==> src/rtl/lix_pkg.sv <==
// Shared helpers for the lix_* blocks: width functions and the never-happens check macro.
`ifndef LIX_PKG_SVH
`define LIX_PKG_SVH

// Flags a condition that must never hold outside reset, sampled on the rising edge.
`define LIX_ASSERT_NEVER(clk, rst, cond, msg) \
  always @(posedge clk) begin \
    assert ((rst) || !(cond)) else $error(msg); \
  end

`endif

package lix_pkg;

  // Width of an occupancy counter that must hold 0..d inclusive.
  function automatic int unsigned lix_cnt_w(input int unsigned d);
    return $clog2(d + 1);
  endfunction

  // Width of a pointer addressing d entries (at least one bit).
  function automatic int unsigned lix_ptr_w(input int unsigned d);
    return (d > 1) ? $clog2(d) : 1;
  endfunction

endpackage

==> src/rtl/lix_fifo_s.sv <==
// Synchronous register-array FIFO; head is read through the registered read pointer.
module lix_fifo_s
  import lix_pkg::*;
#(
  parameter int unsigned W  = 32,
  parameter int unsigned D  = 4,
  parameter int unsigned CW = lix_cnt_w(D)
) (
  input  logic          clk_i,
  input  logic          rst_i,
  input  logic          push_i,
  input  logic [W-1:0]  dat_i,
  input  logic          pop_i,
  output logic [W-1:0]  head_o,
  output logic [CW-1:0] cnt_o,
  output logic          empty_o
);

  localparam int unsigned AW = lix_ptr_w(D);

  logic [W-1:0]  mem_q [D];
  logic [AW-1:0] wr_q, wr_d;
  logic [AW-1:0] rd_q, rd_d;
  logic [CW-1:0] cnt_q, cnt_d;
  logic          full_c;

  // Pointers wrap explicitly at D-1 so non-power-of-two depths work.
  function automatic logic [AW-1:0] ptr_inc(input logic [AW-1:0] p);
    return (p == AW'(D - 1)) ? '0 : p + AW'(1);
  endfunction

  always_comb begin
    wr_d  = wr_q;
    rd_d  = rd_q;
    cnt_d = cnt_q;
    if (push_i) wr_d = ptr_inc(wr_q);
    if (pop_i)  rd_d = ptr_inc(rd_q);
    case ({push_i, pop_i})
      2'b10:   cnt_d = cnt_q + CW'(1);
      2'b01:   cnt_d = cnt_q - CW'(1);
      default: cnt_d = cnt_q;
    endcase
  end

  always_ff @(posedge clk_i) begin
    if (rst_i) begin
      wr_q  <= '0;
      rd_q  <= '0;
      cnt_q <= '0;
      for (int i = 0; i < int'(D); i++) mem_q[i] <= '0;
    end else begin
      wr_q  <= wr_d;
      rd_q  <= rd_d;
      cnt_q <= cnt_d;
      if (push_i) mem_q[wr_q] <= dat_i;
    end
  end

  assign full_c  = (cnt_q == CW'(D));
  assign empty_o = (cnt_q == '0);
  assign cnt_o   = cnt_q;
  assign head_o  = mem_q[rd_q];

  `LIX_ASSERT_NEVER(clk_i, rst_i, push_i && full_c, "lix_fifo_s: push while full")
  `LIX_ASSERT_NEVER(clk_i, rst_i, pop_i && empty_o, "lix_fifo_s: pop while empty")

endmodule

==> src/rtl/lix_shr_drain.sv <==
// Output-side companion for the lix_shr0 delay line: shadows token valids, buffers
// arriving words in a FIFO and throttles the delay line from FIFO occupancy.
module lix_shr_drain
  import lix_pkg::*;
#(
  parameter int unsigned W  = 32,
  parameter int unsigned N  = 2,
  parameter int unsigned D  = 4,
  parameter int unsigned CW = lix_cnt_w(D)
) (
  input  logic          clk_i,
  input  logic          rst_i,
  input  logic          s_vld,
  output logic          s_rdy,
  output logic          o_en,
  input  logic [W-1:0]  i_z,
  output logic          m_vld,
  input  logic          m_rdy,
  output logic [W-1:0]  m_dat,
  output logic [CW-1:0] o_cnt
);

  logic [N-1:0] v_q, v_d;
  logic         fresh_q;
  logic         push_c;
  logic         pop_c;
  logic         empty_c;
  logic [CW:0]  occ_c;

  // Shadow valid chain moves in lockstep with the delay line.
  always_comb begin
    v_d = v_q;
    if (o_en) begin
      v_d[0] = s_vld;
      for (int k = 1; k < int'(N); k++) v_d[k] = v_q[k-1];
    end
  end

  always_ff @(posedge clk_i) begin
    if (rst_i) begin
      v_q     <= '0;
      fresh_q <= 1'b0;
    end else begin
      v_q     <= v_d;
      fresh_q <= o_en;
    end
  end

  // i_z only carries a new word in the cycle after an enabled shift.
  assign push_c = fresh_q & v_q[N-1];
  assign pop_c  = m_vld & m_rdy;

  // Reserve a slot for the one word that may still land next cycle.
  assign occ_c  = {1'b0, o_cnt} + (CW+1)'(push_c);
  assign o_en   = (occ_c < (CW+1)'(D));
  assign s_rdy  = o_en;
  assign m_vld  = ~empty_c;

  lix_fifo_s #(
    .W  (W),
    .D  (D),
    .CW (CW)
  ) u_fifo (
    .clk_i   (clk_i),
    .rst_i   (rst_i),
    .push_i  (push_c),
    .dat_i   (i_z),
    .pop_i   (pop_c),
    .head_o  (m_dat),
    .cnt_o   (o_cnt),
    .empty_o (empty_c)
  );

endmodule

==> config.mk <==
export PLATFORM = sky130hd
export DESIGN_NAME = lix_shr_drain
export DESIGN_NICKNAME = d
export VERILOG_FILES = /design/src/rtl/lix_pkg.sv /design/src/rtl/lix_fifo_s.sv /design/src/rtl/lix_shr_drain.sv
export SDC_FILE = /design/constraint.sdc
export NUM_CORES = 1
export LEC_CHECK = 0
export BUFFER_PORTS_ARGS = -buffer_cell sky130_fd_sc_hd__buf_4
export CORE_MARGIN = 2
export CORE_UTILIZATION = 30
export DETAILED_ROUTE_END_ITERATION = 6
export GPL_ROUTABILITY_DRIVEN = 0
export PLACE_DENSITY_LB_ADDON = 0.2
export SLEW_MARGIN = 20
export SYNTH_ARGS = -nofsm -noshare
export SYNTH_HDL_FRONTEND = slang
export SYNTH_SLANG_ARGS = --single-unit
==> constraint.sdc <==
create_clock -name clk_i -period 5.1 [get_ports clk_i]
set_input_delay 1.02 -clock clk_i [delete_from_list [all_inputs] [get_ports clk_i]]
set_output_delay 1.02 -clock clk_i [all_outputs]
set_load 0.005 [all_outputs]
Yosys cells after proc, flatten, opt, wreduce, memory -nomap -nowiden:

Memories as Yosys holds them, arrays and structs flattened. A register that Yosys moved wholly into a read port is not among the register bits.
Cells that the tools add are included.

* divide/modulo/power cells: 0
* mux-type cells: 13
* bitwise gates (word level): 3
* add/sub/neg operators: 5
* reductions and logical operators: 3
* shifts and indexed selects: 0
* equality and inequality tests: 4
* multiply operators: 0
* $lt $le $gt $ge: 1

Operators with widths (number)
* 32-bit 2-to-1 mux: 1
* 32-bit OR reduction: 1
* 2-bit 2-to-1 mux: 5
* 2-bit equality test (second input constant): 3
* 1-bit 2-to-1 mux: 6
* 3-bit case mux with 2 select lines: 1
* 2-bit by 1-bit adder with 2-bit output (second input constant): 2
* 3-bit by 1-bit adder with 4-bit output: 1
* 4-bit by 3-bit less-than comparator with 1-bit output (second input constant): 1
* 3-bit by 1-bit adder with 3-bit output (second input constant): 1
* 3-bit logical NOT: 1
* 3-bit by 1-bit subtractor with 3-bit output (second input constant): 1
* 1-bit bitwise AND: 2
* 2-bit by 1-bit equality test with 1-bit output (second input constant): 1
* 2-bit nonzero test: 1
* 1-bit NOT: 1

* memories: 1
* output and inout port bits: 38
* memory bits (read-only): 0
* bits of input ports: 36
* bits in registers: 10
* latch bits: 0
* bits in writable memories: 128
* logic and storage cells: 35

Memories
* u_fifo.mem_q: depth 4, width 32, rd ports 1, clocked after Yosys merged registers in 1, wr ports 4, line lix_fifo_s.sv:21 `logic [W-1:0] mem_q [D];`

Logic depth before layout (Yosys ltp):

Gate-level depths: netlist (run 1).

* depth after elaboration: 6
* depth in mapped cells: 8
* gate-level depth less buffers: 8

By module:

Synthesis (run 1) repeated with hierarchy kept, for this count alone.

* cells, all modules: 372
* area total of the unflattened synthesis: 6075.8 sq um

Modules (own cells, without submodules)
* lix_fifo_s: seq. area each 4023.9 sq um, times used 1, cells each 357, area an instance 5909.4 sq um
* lix_shr_drain: seq. area each 60.1 sq um, times used 1, cells each 15, area an instance 166.4 sq um

Worst setup path before layout (run 1):

No wires, ideal clock.

* path type: input to register
* start: in rst_i
* end: mem u_fifo.mem_q[1][0], enable pin
* setup time: 0.375 ns
* arrival time: 2.024 ns
* path slack: 2.701 ns
* path buffers: 0
* stages: 3
* required time: 4.725 ns
* cell sequence: and3b_1 > and3b_4 > or2_2

RTL lines
* start: declaration: line lix_shr_drain.sv:12 `input logic rst_i,`
* end: declaration: line lix_fifo_s.sv:21

==> results.txt, run 1 <==
----------------------------------------------------
[Outcome]
  Status ... finished clean

[CTS]
  Setup bufs post-CTS ... 0
  Clk Tree Root Cell ... sky130_fd_sc_hd__clkbuf_16
  Maximum clock path buffer count ... 2
  H-tree depth reported by CTS ... 4
  Clock sink count ... 140
  Skew-Pair Late Insertion Delay ... 0.41 ns
  Register clock-pin slew on the reported worst setup and hold paths ... roughly 0.050 ns
  Post-cts hold buffer count ... 0
  Clock buffers created by TritonCTS ... 17
  CTS tree ... done
  Number of gates resized after CTS ... 0

[Cells and area]
  Antenna diode count ... 0
  Net total in the final layout ... 483
  Final core utilization ... 36.8%
  Final Instance Area ... 7370 sq um
  Number of cells in the finished layout apart from fillers ... 726
  Share of cells above drive strength 1 ... a little under a third
  Syn-to-layout area delta ... 21.4%

[Global route]
  Largest net degree at the start of global routing ... 34
  First-pass GRT wire length ... between 20000 and 25000 um
  Via count of the first global-routing pass ... ~3500
  Congestion Overflow GR ... 0
  Overall track demand over capacity in global routing ... 12.7%
  Antenna violations before repair ... 0

[Timing]
  Max Transition Viols Final ... 0
  Unrepaired setup endpoints after global routing ... false
  Total negative slack ... 0 ns
  Max-slew headroom at the worst pin ... roughly 36%
  Transition time of the tightest slew-check pin ... 0.962 ns
  Peak clock frequency supported by timing ... ~300 MHz
  Final critical path time including I/O delays and setup ... ~3.4 ns
  Final WS setup ... roughly 1.7 ns
  Share of the cycle needed by the critical path after routing ... 65.8%
  Hold Slack ... between 0.4 and 0.5 ns
  Final hold violation count ... 0
  Final Skew ... between 0.006 and 0.007 ns
  Final number of setup-violating endpoints ... 0

[Synth]
  Fraction of post-synthesis cell area in the top cell type by area ... a little over three fifths
  Instance count of the mapped netlist ... roughly 370
  Number of distinct library cells after synthesis ... 28
  Biggest area consumer among synthesized cells ... sky130_fd_sc_hd__edfxtp_1
  Synth top area cells ... sky130_fd_sc_hd__edfxtp_1, sky130_fd_sc_hd__and2_1, sky130_fd_sc_hd__mux4_2, sky130_fd_sc_hd__dfxtp_1, sky130_fd_sc_hd__buf_6
  Number of synthesized register bits ... 140
  Post-synthesis net count ... a little over 400
  Avg Inst Size Synth ... about 16 sq um
  Number of warning messages in the yosys log ... 0
  Post-Syn Area ... between 6000 and 7000 sq um
  Seq/Total Area, Yosys ... 67.3%

[Routing]
  Total length of routed wires ... between 10000 and 15000 um
  Routed length per placed instance ... around 18 um
  Remaining antenna violation count ... 0
  Post-DR vias/cell ... ~4.4
  Total iterations of the first detailed-routing run ... 4
  Number of DRC violations after detailed-routing iteration 0 ... 148
  Routed via count ... 3214
  DRC Markers ... 0

[Setup path]
  Crit start category ... register
  Critical Path Slowest Stage Cell ... sky130_fd_sc_hd__dfxtp_2
  Kind of critical path ... reg -> out
  Number of buffers and inverters on the critical path ... 2
  Cell-by-cell listing of the critical path ... buf_4 -> mux4_2 -> buf_4
  Worst EP arrival ... 2.34 ns
  CP top delay family ... flip-flops
  Sort of element at the end of the critical path ... primary output
  Maximum cell stage delay along the critical path ... between 0.7 and 0.8 ns
  Most prevalent standard cell on the critical path ... sky130_fd_sc_hd__buf_4
  Data required, critical path ... 4.08 ns
  Largest fanout of any net on the critical path ... 17
  Startpoint of the lowest-slack register-to-register path ... v_q[1]

[Placement]
  Placed Area ... between 6000 and 7000 sq um
  Post-Place Cells ... just under 700
  Setup WS pre-CTS ... ~1.4 ns
  DPL Wire Length ... between 7000 and 8000 um
  Count of buffers inserted at the top-level ports ... 73

[Pwr]
  P_leak ... approximately 2.8 nW
  Worst vdd ir ... 214 uV
  Total Power Consumption ... 2.77 mW
  Pwr per Cell Area ... about 380 nW/um^2

[Floorplan]
  Chip width ... roughly 150 um
  Number of standard-cell rows in the floorplan ... 52
  Initial core utilization ... between 30% and 40%
  Boundary pin count ... 74
  Die span in y ... between 100 and 150 um
  Core box area ... roughly 20000 sq um
  Floorplan die area ... around 21000 sq um

[Min path]
  Worst min-delay path category ... reg -> reg
  Worst hold path startpoint ... v_q[0]

[Job]
  Max-cap violations ... 0

----------------------------------------------------
[kinds of logic after synthesis]
| group | Yosys count | share of synthesized area [%] |
|---|---|---|
| AND/OR/NAND/NOR | 154 | 15.8 |
| flip-flops | 140 | 67.3 |
| multiplexers | 34 | 12.2 |
| buffers and inverters | 26 | 2.58 |
| AO/OA/AOI/OAI | 9 | 0.948 |
| adder cells (fa/ha/maj) | 4 | 0.948 |
| XOR/XNOR | 2 | 0.289 |
[flip-flops by register name, indices dropped and copies added, names as in the netlist, named ones only]
signal and cells:
fresh_q 1, u_fifo.cnt_o 3, u_fifo.mem_q 128, u_fifo.rd_q 2
u_fifo.wr_q 2, v_q 2
[Yosys cell counts, drive strengths merged]
library cell and count:
and2 128, edfxtp 128, mux4 32, buf 14, dfxtp 12, nor2 8
clkbuf 7, a21oi 5, inv 5, nand2 5, and3b 3, ha 3
or2 3, or3 3, a41o 2, mux2i 2, xor2 2, fa 1
nand3 1, nor2b 1, nor3 1, nor4 1, o21ai 1, o31ai 1
[final cells by class]
cell class / count / area, sq um
fillers: 1958 / 12700
repair buffers: 76 / 571
multi-input cells: 203 / 1830
well taps: 270 / 338
inverters: 5 / 18.8
clock buffers: 30 / 514
flip-flops and latches: 140 / 4090
clock inverters: 2 / 10.0
[cells in the final DEF, fill, tap and decap left out, drive strengths merged]
cell and n:
edfxtp 128, and3b 3, o31ai 1, nor3 1
mux4 32, a41o 2, or3 3, buf 76
dfxtp 12, clkbuf 30, fa 1, xor2 2
ha 3, nand2 5, nor2 8, and2 128
nor4 1, mux2i 2, inv 5, nand3 1
or2 3, clkinv 2, a21oi 5, o21ai 1
nor2b 1
[final timing paths]
path | slack (ns) | end | depth (start not counted)
max | 1.74 | m_dat[8] | 3
min | 0.46 | v_q[0] | 2
max reg2reg | 2.29 | u_fifo.mem_q[1][14] | 3
min reg2reg | 0.46 | v_q[0] | 2
[routing by layer]
layer	vias to the layer above	track usage, %	part of all wire, %
li1	1506	-	-
met1	1635	15.9	45
met2	59	21.6	51
met3	14	2.59	2.4
met4	0	4.95	1.4
met5	-	0	0
[power breakdown]
part / switching (mW) / internal (mW) / total, mW
registers: 0.0445 / 1.31 / 1.35
clock network: 0.433 / 0.673 / 1.11
logic: 0.130 / 0.180 / 0.309
[tightest hold or removal path, stage by stage (launching register included)]
cell and delay [ns]:
sky130_fd_sc_hd__dfxtp_1 0.30, sky130_fd_sc_hd__nand2_1 0.05, sky130_fd_sc_hd__a21oi_1 0.05
No activity file was read; power rests on OpenSTA's default activity.
==> inputs of run 2 (changes only) <==
--- a/config.mk
+++ b/config.mk
@@ -5,6 +5,7 @@
 export SDC_FILE = /design/constraint.sdc
 export NUM_CORES = 1
 export LEC_CHECK = 0
+export ABC_AREA = 1
 export BUFFER_PORTS_ARGS = -buffer_cell sky130_fd_sc_hd__buf_4
 export CORE_MARGIN = 2
 export CORE_UTILIZATION = 30
==> constraint.sdc (replaced) <==
create_clock -name clk_i -period 3.37 [get_ports clk_i]
set_input_delay 0.674 -clock clk_i [delete_from_list [all_inputs] [get_ports clk_i]]
set_output_delay 0.674 -clock clk_i [all_outputs]
set_load 0.005 [all_outputs]
==> results.txt, run 2 <==
----------------------------------------------------
[Pwr]
  Sw Share ... 29.3% (was 21.9%)
  Switching power of the nets ... 1.61 mW (was 0.607 mW)
  Proportion of power drawn by flip-flops and latches ... 37.7% (was 48.9%)
  Combinational group share of total power ... 26.6% (was 11.2%)
  Pwr per Cell Area ... 738 nW/um^2 (was 375 nW/um^2)
  Int Power ... 3.87 mW (was 2.16 mW)
  Worst vdd ir ... 370 uV (was 214 uV)
  P_leak ... 3.11 nW (was 2.76 nW)
  Clock network power share ... 35.7% (was 40.0%)

[Floorplan]
  Core box area ... 19600 sq um (was 20000 sq um)
  Floorplan die area ... 21200 sq um (was 21400 sq um)
  Die span in y ... 146 um (about the same)
  Boundary pin count ... 74 (unchanged)
  Chip width ... 146 um (about the same)
  Number of standard-cell rows in the floorplan ... 51 (was 52)
  Initial core utilization ... 30.7% (was 30.3%)

[Synth]
  Async SR Flop Fraction ... 0% (unchanged)
  Instance count of the mapped netlist ... 566 (was 369)
  Mux cell area share after synthesis ... 0% (was 12.2%)
  Avg Inst Size Synth ... 10.6 sq um (was 16.5 sq um)
  Number of distinct library cells after synthesis ... 27 (was 28)
  Post-Syn Area ... 6020 sq um (was 6070 sq um)
  Biggest area consumer among synthesized cells ... sky130_fd_sc_hd__edfxtp_1 (unchanged)
  Most instantiated library cell after synthesis ... sky130_fd_sc_hd__nor2_1
  Synth top area cells ... sky130_fd_sc_hd__edfxtp_1, sky130_fd_sc_hd__nor2_1, sky130_fd_sc_hd__o21ai_0, sky130_fd_sc_hd__dfxtp_1, sky130_fd_sc_hd__o22ai_1 (was sky130_fd_sc_hd__edfxtp_1, sky130_fd_sc_hd__and2_1, sky130_fd_sc_hd__mux4_2, sky130_fd_sc_hd__dfxtp_1, sky130_fd_sc_hd__buf_6)
  Number of warning messages in the yosys log ... 0 (unchanged)
  Synthesized-area fraction occupied by adder cells ... 0.957% (was 0.948%)
  Simple-gate area share of the yosys netlist ... 15.5% (was 15.8%)
  List of most frequent post-synthesis cells ... sky130_fd_sc_hd__nor2_1, sky130_fd_sc_hd__edfxtp_1, sky130_fd_sc_hd__o21ai_0 (was sky130_fd_sc_hd__and2_1, sky130_fd_sc_hd__edfxtp_1, sky130_fd_sc_hd__mux4_2)
  Dominant synthesized flop cell ... sky130_fd_sc_hd__edfxtp_1 (unchanged)
  Seq/Total Area, Yosys ... 67.9% (was 67.3%)
  Xor and xnor fraction of the mapped netlist area ... 0% (was 0.288%)
  Post-synthesis net count ... 606 (was 409)
  EDFF count, synth ... 128 (unchanged)
  Fraction of post-synthesis cell area in the top cell type by area ... 63.9% (was 63.3%)
  Combinational family with the most area after synthesis ... simple AND/OR/NAND/NOR gates (unchanged)
  Fraction of the mapped netlist area in compound gates ... 9.42% (was 0.948%)
  Number of synthesized register bits ... 140 (unchanged)

[Cells and area]
  Max reg flops ... 128 (unchanged)
  Antenna diode count ... 0 (unchanged)
  Syn-to-layout area delta ... 23.3% (was 21.4%)
  Most used cells in the layout excluding fill and tap cells ... sky130_fd_sc_hd__nor2_1, sky130_fd_sc_hd__edfxtp_1, sky130_fd_sc_hd__buf_4 (was sky130_fd_sc_hd__and2_1, sky130_fd_sc_hd__edfxtp_1, sky130_fd_sc_hd__buf_4)
  Top reg by flops ... u_fifo.mem_q (unchanged)
  Share of cells above drive strength 1 ... 19.4% (was 30.7%)
  Final-layout fill cell count ... 1977 (was 1958)
  Most common library cell in the layout ignoring fill and taps ... sky130_fd_sc_hd__nor2_1
  Final Instance Area ... 7420 sq um (was 7370 sq um)
  Net total in the final layout ... 675 (was 483)

[Global route]
  Most Used Layer, Global Route ... met2 (unchanged)
  First-pass GRT wire length ... 22300 um (was 20400 um)
  Met2 Resource Use GR ... 23.2% (was 21.6%)
  Congestion Overflow GR ... 0 (unchanged)
  Via count of the first global-routing pass ... 4335 (was 3498)
  GRT met1 Usage ... 16.6% (was 15.9%)
  Largest net degree at the start of global routing ... 65 (was 34)
  Global-route track usage on met3 ... 3.70% (was 2.59%)
  Overall track demand over capacity in global routing ... 13.5% (was 12.7%)
  Antenna violations before repair ... 0 (unchanged)

[CTS]
  Clock buffers created by TritonCTS ... 17 (unchanged)
  CTS tree ... done (unchanged)
  Maximum clock path buffer count ... 2 (unchanged)
  Clk Tree Root Cell ... sky130_fd_sc_hd__clkbuf_16 (unchanged)
  Post-cts hold buffer count ... 0 (unchanged)
  Clock sink count ... 140 (unchanged)
  Register clock-pin slew on the reported worst setup and hold paths ... 0.06 ns (was 0.05 ns)
  H-tree depth reported by CTS ... 4 (unchanged)
  Skew-Pair Late Insertion Delay ... 0.41 ns (about the same)
  Setup bufs post-CTS ... 0 (unchanged)
  Number of gates resized after CTS ... 0 (unchanged)

[Timing]
  Total negative slack ... 0 ns (unchanged)
  Peak clock frequency supported by timing ... about 380 MHz
  Max-slew headroom at the worst pin ... 57.1% (was 35.9%)
  Max Transition Viols Final ... 0 (unchanged)
  Transition time of the tightest slew-check pin ... 0.644 ns (was 0.962 ns)
  Unrepaired setup endpoints after global routing ... false (unchanged)
  Final number of setup-violating endpoints ... 0 (unchanged)
  Final critical path time including I/O delays and setup ... about 2.6 ns
  Share of the cycle needed by the critical path after routing ... about four fifths
  Final hold violation count ... 0 (unchanged)
  Final Skew ... 0.0119 ns (was 0.00613 ns)

[Setup path]
  Crit start category ... register (unchanged)
  Maximum cell stage delay along the critical path ... 0.52 ns (was 0.71 ns)
  Most prevalent standard cell on the critical path ... sky130_fd_sc_hd__buf_4 (unchanged)
  Kind of critical path ... reg -> out (unchanged)
  Sort of element at the end of the critical path ... primary output (unchanged)
  Data required, critical path ... 2.70 ns (was 4.08 ns)
  Critical Path Slowest Stage Cell ... sky130_fd_sc_hd__buf_4 (was sky130_fd_sc_hd__dfxtp_2)
  Largest fanout of any net on the critical path ... 64 (was 17)
  Cell-by-cell listing of the critical path ... buf_4 -> o21ai_0 -> o22ai_1 -> buf_4 (was buf_4 -> mux4_2 -> buf_4)
  Worst EP arrival ... 1.97 ns (was 2.34 ns)

[Min path]
  Worst min-delay path category ... in -> reg (was reg -> reg)

[Routing]
  Routed via count ... 4210 (was 3214)
  Routed length per placed instance ... 15.2 um (was 17.8 um)
  Number of DRC violations after detailed-routing iteration 0 ... 263 (was 148)
  DRC Markers ... 0 (unchanged)
  Total iterations of the first detailed-routing run ... 4 (unchanged)
  Remaining antenna violation count ... 0 (unchanged)
  Post-DR vias/cell ... 4.61 (was 4.43)
  Total length of routed wires ... 13900 um (was 12900 um)

[Job]
  Max-cap violations ... 0 (unchanged)

[Placement]
  Placed Area ... 6800 sq um (was 6850 sq um)
  DPL Wire Length ... 8590 um (was 7900 um)
  Count of buffers inserted at the top-level ports ... 73 (unchanged)

[Outcome]
  Status ... finished clean (unchanged)

----------------------------------------------------
-- run 2: layout make-up --
class	count	area, sq um	share of cell area (%)
clock buffer	17	425	5.73
clock inverter	15	196	2.65
inverter	50	189	2.55
multi-input combinational	343	1560	21.0
sequential	140	4090	55.0
tap	265	332	4.47
timing repair buffer	83	636	8.57
-- run 2: power by group through the flow --
stage | Combinational [mW] | Clock (mW) | Sequential, mW
finish | 1.46 | 1.96 | 2.07
global route | 1.63 | 2.06 | 2.08
CTS | 1.49 | 1.99 | 2.07
detailed placement | 1.49 | 0 | 2.10
global placement | 1.46 | 0 | 2.10
floorplan | 0.775 | 0 | 2.09
-- run 2: worst paths after layout --
check             startpoint             endpoint  slack, ns  depth (start not counted)
setup reg to reg      v_q[1]  u_fifo.mem_q[0][22]       1.16                          7
setup / recovery    register             m_dat[9]       0.72                          4
hold / removal         rst_i       u_fifo.wr_q[1]       0.47                          2
hold reg to reg       v_q[0]               v_q[0]       0.49                          2
-- run 2: per-layer routing --
| layer | routed length (um) | up-vias |
|---|---|---|
| met5 | 0 | - |
| met4 | 99 | 0 |
| met3 | 662 | 5 |
| met2 | 6970 | 95 |
| met1 | 6160 | 2059 |
| li1 | - | 2051 |
-- run 2: per-stage QoR --
stage                     power (mW)  cells  setup WS [ns]  util (%)  hold WS, ns
after floorplan                 2.87    566           1.11         -        0.455
after global placement          3.56    881          0.655      34.7        0.475
after detailed placement        3.59    881          0.595      34.7        0.489
after CTS                       5.55    913          0.678      37.9        0.446
after global routing            5.77    913          0.578      37.9        0.451
final                           5.48    913          0.722      37.9        0.473
-- run 2: cells by family after synthesis --
family          Yosys count
buf+inv                  83
simple gates            234
compound gates          105
flops                   140
fa+ha+maj                 4
-- run 2: worst max-delay path: cells and delay by family (launching register included) --
| family | cells | cell delay (ns) |
|---|---|---|
| DFF | 1 | 0.33 |
| AOI/OAI and AO/OA | 2 | 0.51 |
| buffers and inverters | 2 | 0.70 |
==> inputs of run 3 (changes only) <==
==> constraint.sdc (replaced) <==
create_clock -name clk_i -period 2.5 [get_ports clk_i]
set_input_delay 0.5 -clock clk_i [delete_from_list [all_inputs] [get_ports clk_i]]
set_output_delay 0.5 -clock clk_i [all_outputs]
set_load 0.005 [all_outputs]
==> results.txt, run 3 (synthesized netlist as in run 2, its figures left out) <==
----------------------------------------------------
[Outcome]
  Status ... finished clean (unchanged)

[Timing]
  Unrepaired setup endpoints after global routing ... false (unchanged)
  Final number of setup-violating endpoints ... 0 (unchanged)
  Peak clock frequency supported by timing ... 420 MHz
  Final hold violation count ... 0 (unchanged)
  Final critical path time including I/O delays and setup ... between 2 and 2.5 ns
  Transition time of the tightest slew-check pin ... 0.506 ns (was 0.644 ns)
  Max-slew headroom at the worst pin ... 66.3% (was 57.1%)
  Final Skew ... 0.00611 ns (was 0.0119 ns)
  Total negative slack ... 0 ns (unchanged)
  Max Transition Viols Final ... 0 (unchanged)
  Share of the cycle needed by the critical path after routing ... a little over nine tenths

[CTS]
  Maximum clock path buffer count ... 2 (unchanged)
  CTS tree ... done (unchanged)
  Setup bufs post-CTS ... 0 (unchanged)
  Clock buffers created by TritonCTS ... 17 (unchanged)
  Clock sink count ... 140 (unchanged)
  Register clock-pin slew on the reported worst setup and hold paths ... 0.06 ns (about the same)
  Clk Tree Root Cell ... sky130_fd_sc_hd__clkbuf_16 (unchanged)
  Number of gates resized after CTS ... 0 (unchanged)
  Post-cts hold buffer count ... 0 (unchanged)
  H-tree depth reported by CTS ... 4 (unchanged)
  Skew-Pair Late Insertion Delay ... 0.42 ns (was 0.41 ns)

[Setup path]
  Worst setup path endpoint ... m_dat[9] (unchanged)
  Data required, critical path ... 2.00 ns (was 2.70 ns)
  Worst Reg-to-Reg Cells ... 12 (was 7)
  Sort of element at the end of the critical path ... primary output (unchanged)
  Crit start category ... register (unchanged)
  Reg2reg end ... u_fifo.cnt_o[2] (was u_fifo.mem_q[0][22])
  Worst reg-to-reg setup slack ... 0.54 ns (was 1.16 ns)
  Largest fanout of any net on the critical path ... 23 (was 64)
  Startpoint of the lowest-slack register-to-register path ... u_fifo.cnt_o[2] (was v_q[1])
  Worst EP arrival ... 1.88 ns (was 1.97 ns)
  Kind of critical path ... reg -> out (unchanged)

[Global route]
  Largest net degree at the start of global routing ... 65 (unchanged)
  Antenna violations before repair ... 0 (unchanged)
  Via count of the first global-routing pass ... 4425 (was 4335)
  Overall track demand over capacity in global routing ... 14.5% (was 13.5%)
  First-pass GRT wire length ... 23800 um (was 22300 um)
  Congestion Overflow GR ... 0 (unchanged)

[Min path]
  Worst min-delay path category ... in -> reg (unchanged)

[Cells and area]
  Number of cells in the finished layout apart from fillers ... 917 (was 913)
  Top reg by flops ... u_fifo.mem_q (unchanged)
  Final core utilization ... 38.0% (was 37.9%)
  Syn-to-layout area delta ... 23.9% (was 23.3%)
  Most used cells in the layout excluding fill and tap cells ... sky130_fd_sc_hd__nor2_1, sky130_fd_sc_hd__edfxtp_1, sky130_fd_sc_hd__buf_4 (unchanged)
  Max reg flops ... 128 (unchanged)
  Final Instance Area ... 7450 sq um (was 7420 sq um)
  Net total in the final layout ... 680 (was 675)
  Antenna diode count ... 0 (unchanged)
  Share of cells above drive strength 1 ... 18.9% (was 19.4%)
  Final-layout fill cell count ... 1950 (was 1977)
  Most common library cell in the layout ignoring fill and taps ... sky130_fd_sc_hd__nor2_1 (unchanged)

[Routing]
  Met2 Wirelength ... 7580 um (was 6970 um)
  Number of DRC violations after detailed-routing iteration 0 ... 345 (was 263)
  Routed via count ... 4330 (was 4210)
  Routed metal-1 wire length ... 6420 um (was 6160 um)
  Total length of routed wires ... 14900 um (was 13900 um)
  Remaining antenna violation count ... 0 (unchanged)
  DRC Markers ... 0 (unchanged)
  Post-DR vias/cell ... 4.72 (was 4.61)
  Routed length on met3 ... 708 um (was 662 um)
  Routed length per placed instance ... 16.3 um (was 15.2 um)
  Total iterations of the first detailed-routing run ... 5 (was 4)
  Uppermost metal layer occupied by signal nets ... met4 (unchanged)

[Floorplan]
  Initial core utilization ... 30.7% (unchanged)
  Floorplan die area ... 21200 sq um (unchanged)
  Number of standard-cell rows in the floorplan ... 51 (unchanged)
  Core box area ... 19600 sq um (unchanged)
  Die span in y ... 146 um (unchanged)
  Boundary pin count ... 74 (unchanged)
  Chip width ... 146 um (unchanged)

[Placement]
  Placed Area ... 6860 sq um (was 6800 sq um)
  DPL Wire Length ... 8510 um (was 8590 um)
  Count of buffers inserted at the top-level ports ... 73 (unchanged)
  Post-Place Cells ... 886 (was 881)

[Pwr]
  Worst vdd ir ... 639 uV (was 370 uV)
  Pwr per Cell Area ... 983 nW/um^2 (was 738 nW/um^2)
  P_leak ... 3.12 nW (was 3.11 nW)
  Total Power Consumption ... 7.32 mW (was 5.48 mW)

[Job]
  Max-cap violations ... 0 (unchanged)

----------------------------------------------------
-- run 3: area by class of cell --
class                   instances  area, sq um  area share [%]
flip-flops and latches        140         4090            54.8
multi-input cells             343         1560            20.9
repair buffers                 88          702            9.42
clock buffers                  20          437            5.86
well taps                     265          332            4.45
inverters                      50          189            2.54
clock inverters                11          150            2.01
-- run 3: how the worst min path moves through the flow --
| stage | start | to | slack (ns) | depth (start not counted) |
|---|---|---|---|---|
| floorplan | v_q[0] | v_q[0] | 0.46 | 2 |
| detailed placement | v_q[0] | v_q[0] | 0.47 | 2 |
| global route | rst_i | fresh_q | 0.29 | 2 |
| CTS | rst_i | u_fifo.wr_q[1] | 0.27 | 2 |
| global placement | v_q[0] | v_q[0] | 0.47 | 2 |
| finish | rst_i | u_fifo.wr_q[1] | 0.29 | 2 |
-- run 3: where the power goes --
| group | switching [mW] | internal [mW] | total [mW] |
|---|---|---|---|
| clock network | 0.898 | 1.64 | 2.54 |
| logic | 1.15 | 0.848 | 1.99 |
| registers | 0.0691 | 2.72 | 2.79 |
-- run 3: critical path: stages, from the launching register on --
cell and delay (ns):
sky130_fd_sc_hd__dfxtp_2 0.33, sky130_fd_sc_hd__inv_2 0.33, sky130_fd_sc_hd__buf_4 0.29, sky130_fd_sc_hd__o21ai_0 0.10, sky130_fd_sc_hd__o22ai_1 0.25, sky130_fd_sc_hd__buf_4 0.17
-- run 3: metal layers --
layer / track usage (%) / vias to the layer above
li1: - / 2065
met1: 17.6 / 2131
met2: 25.3 / 118
met3: 3.10 / 16
met4: 5.44 / 0
met5: 0 / -
-- run 3: per-stage QoR --
stage          worst slack, ns  hold slack (ns)
4_1_cts                 0.0186            0.270
5_1_grt                 0.0210            0.289
3_3_place_gp             0.515            0.467
6_report                 0.117            0.287
3_5_place_dp             0.488            0.474
2_1_floorplan            0.412            0.455
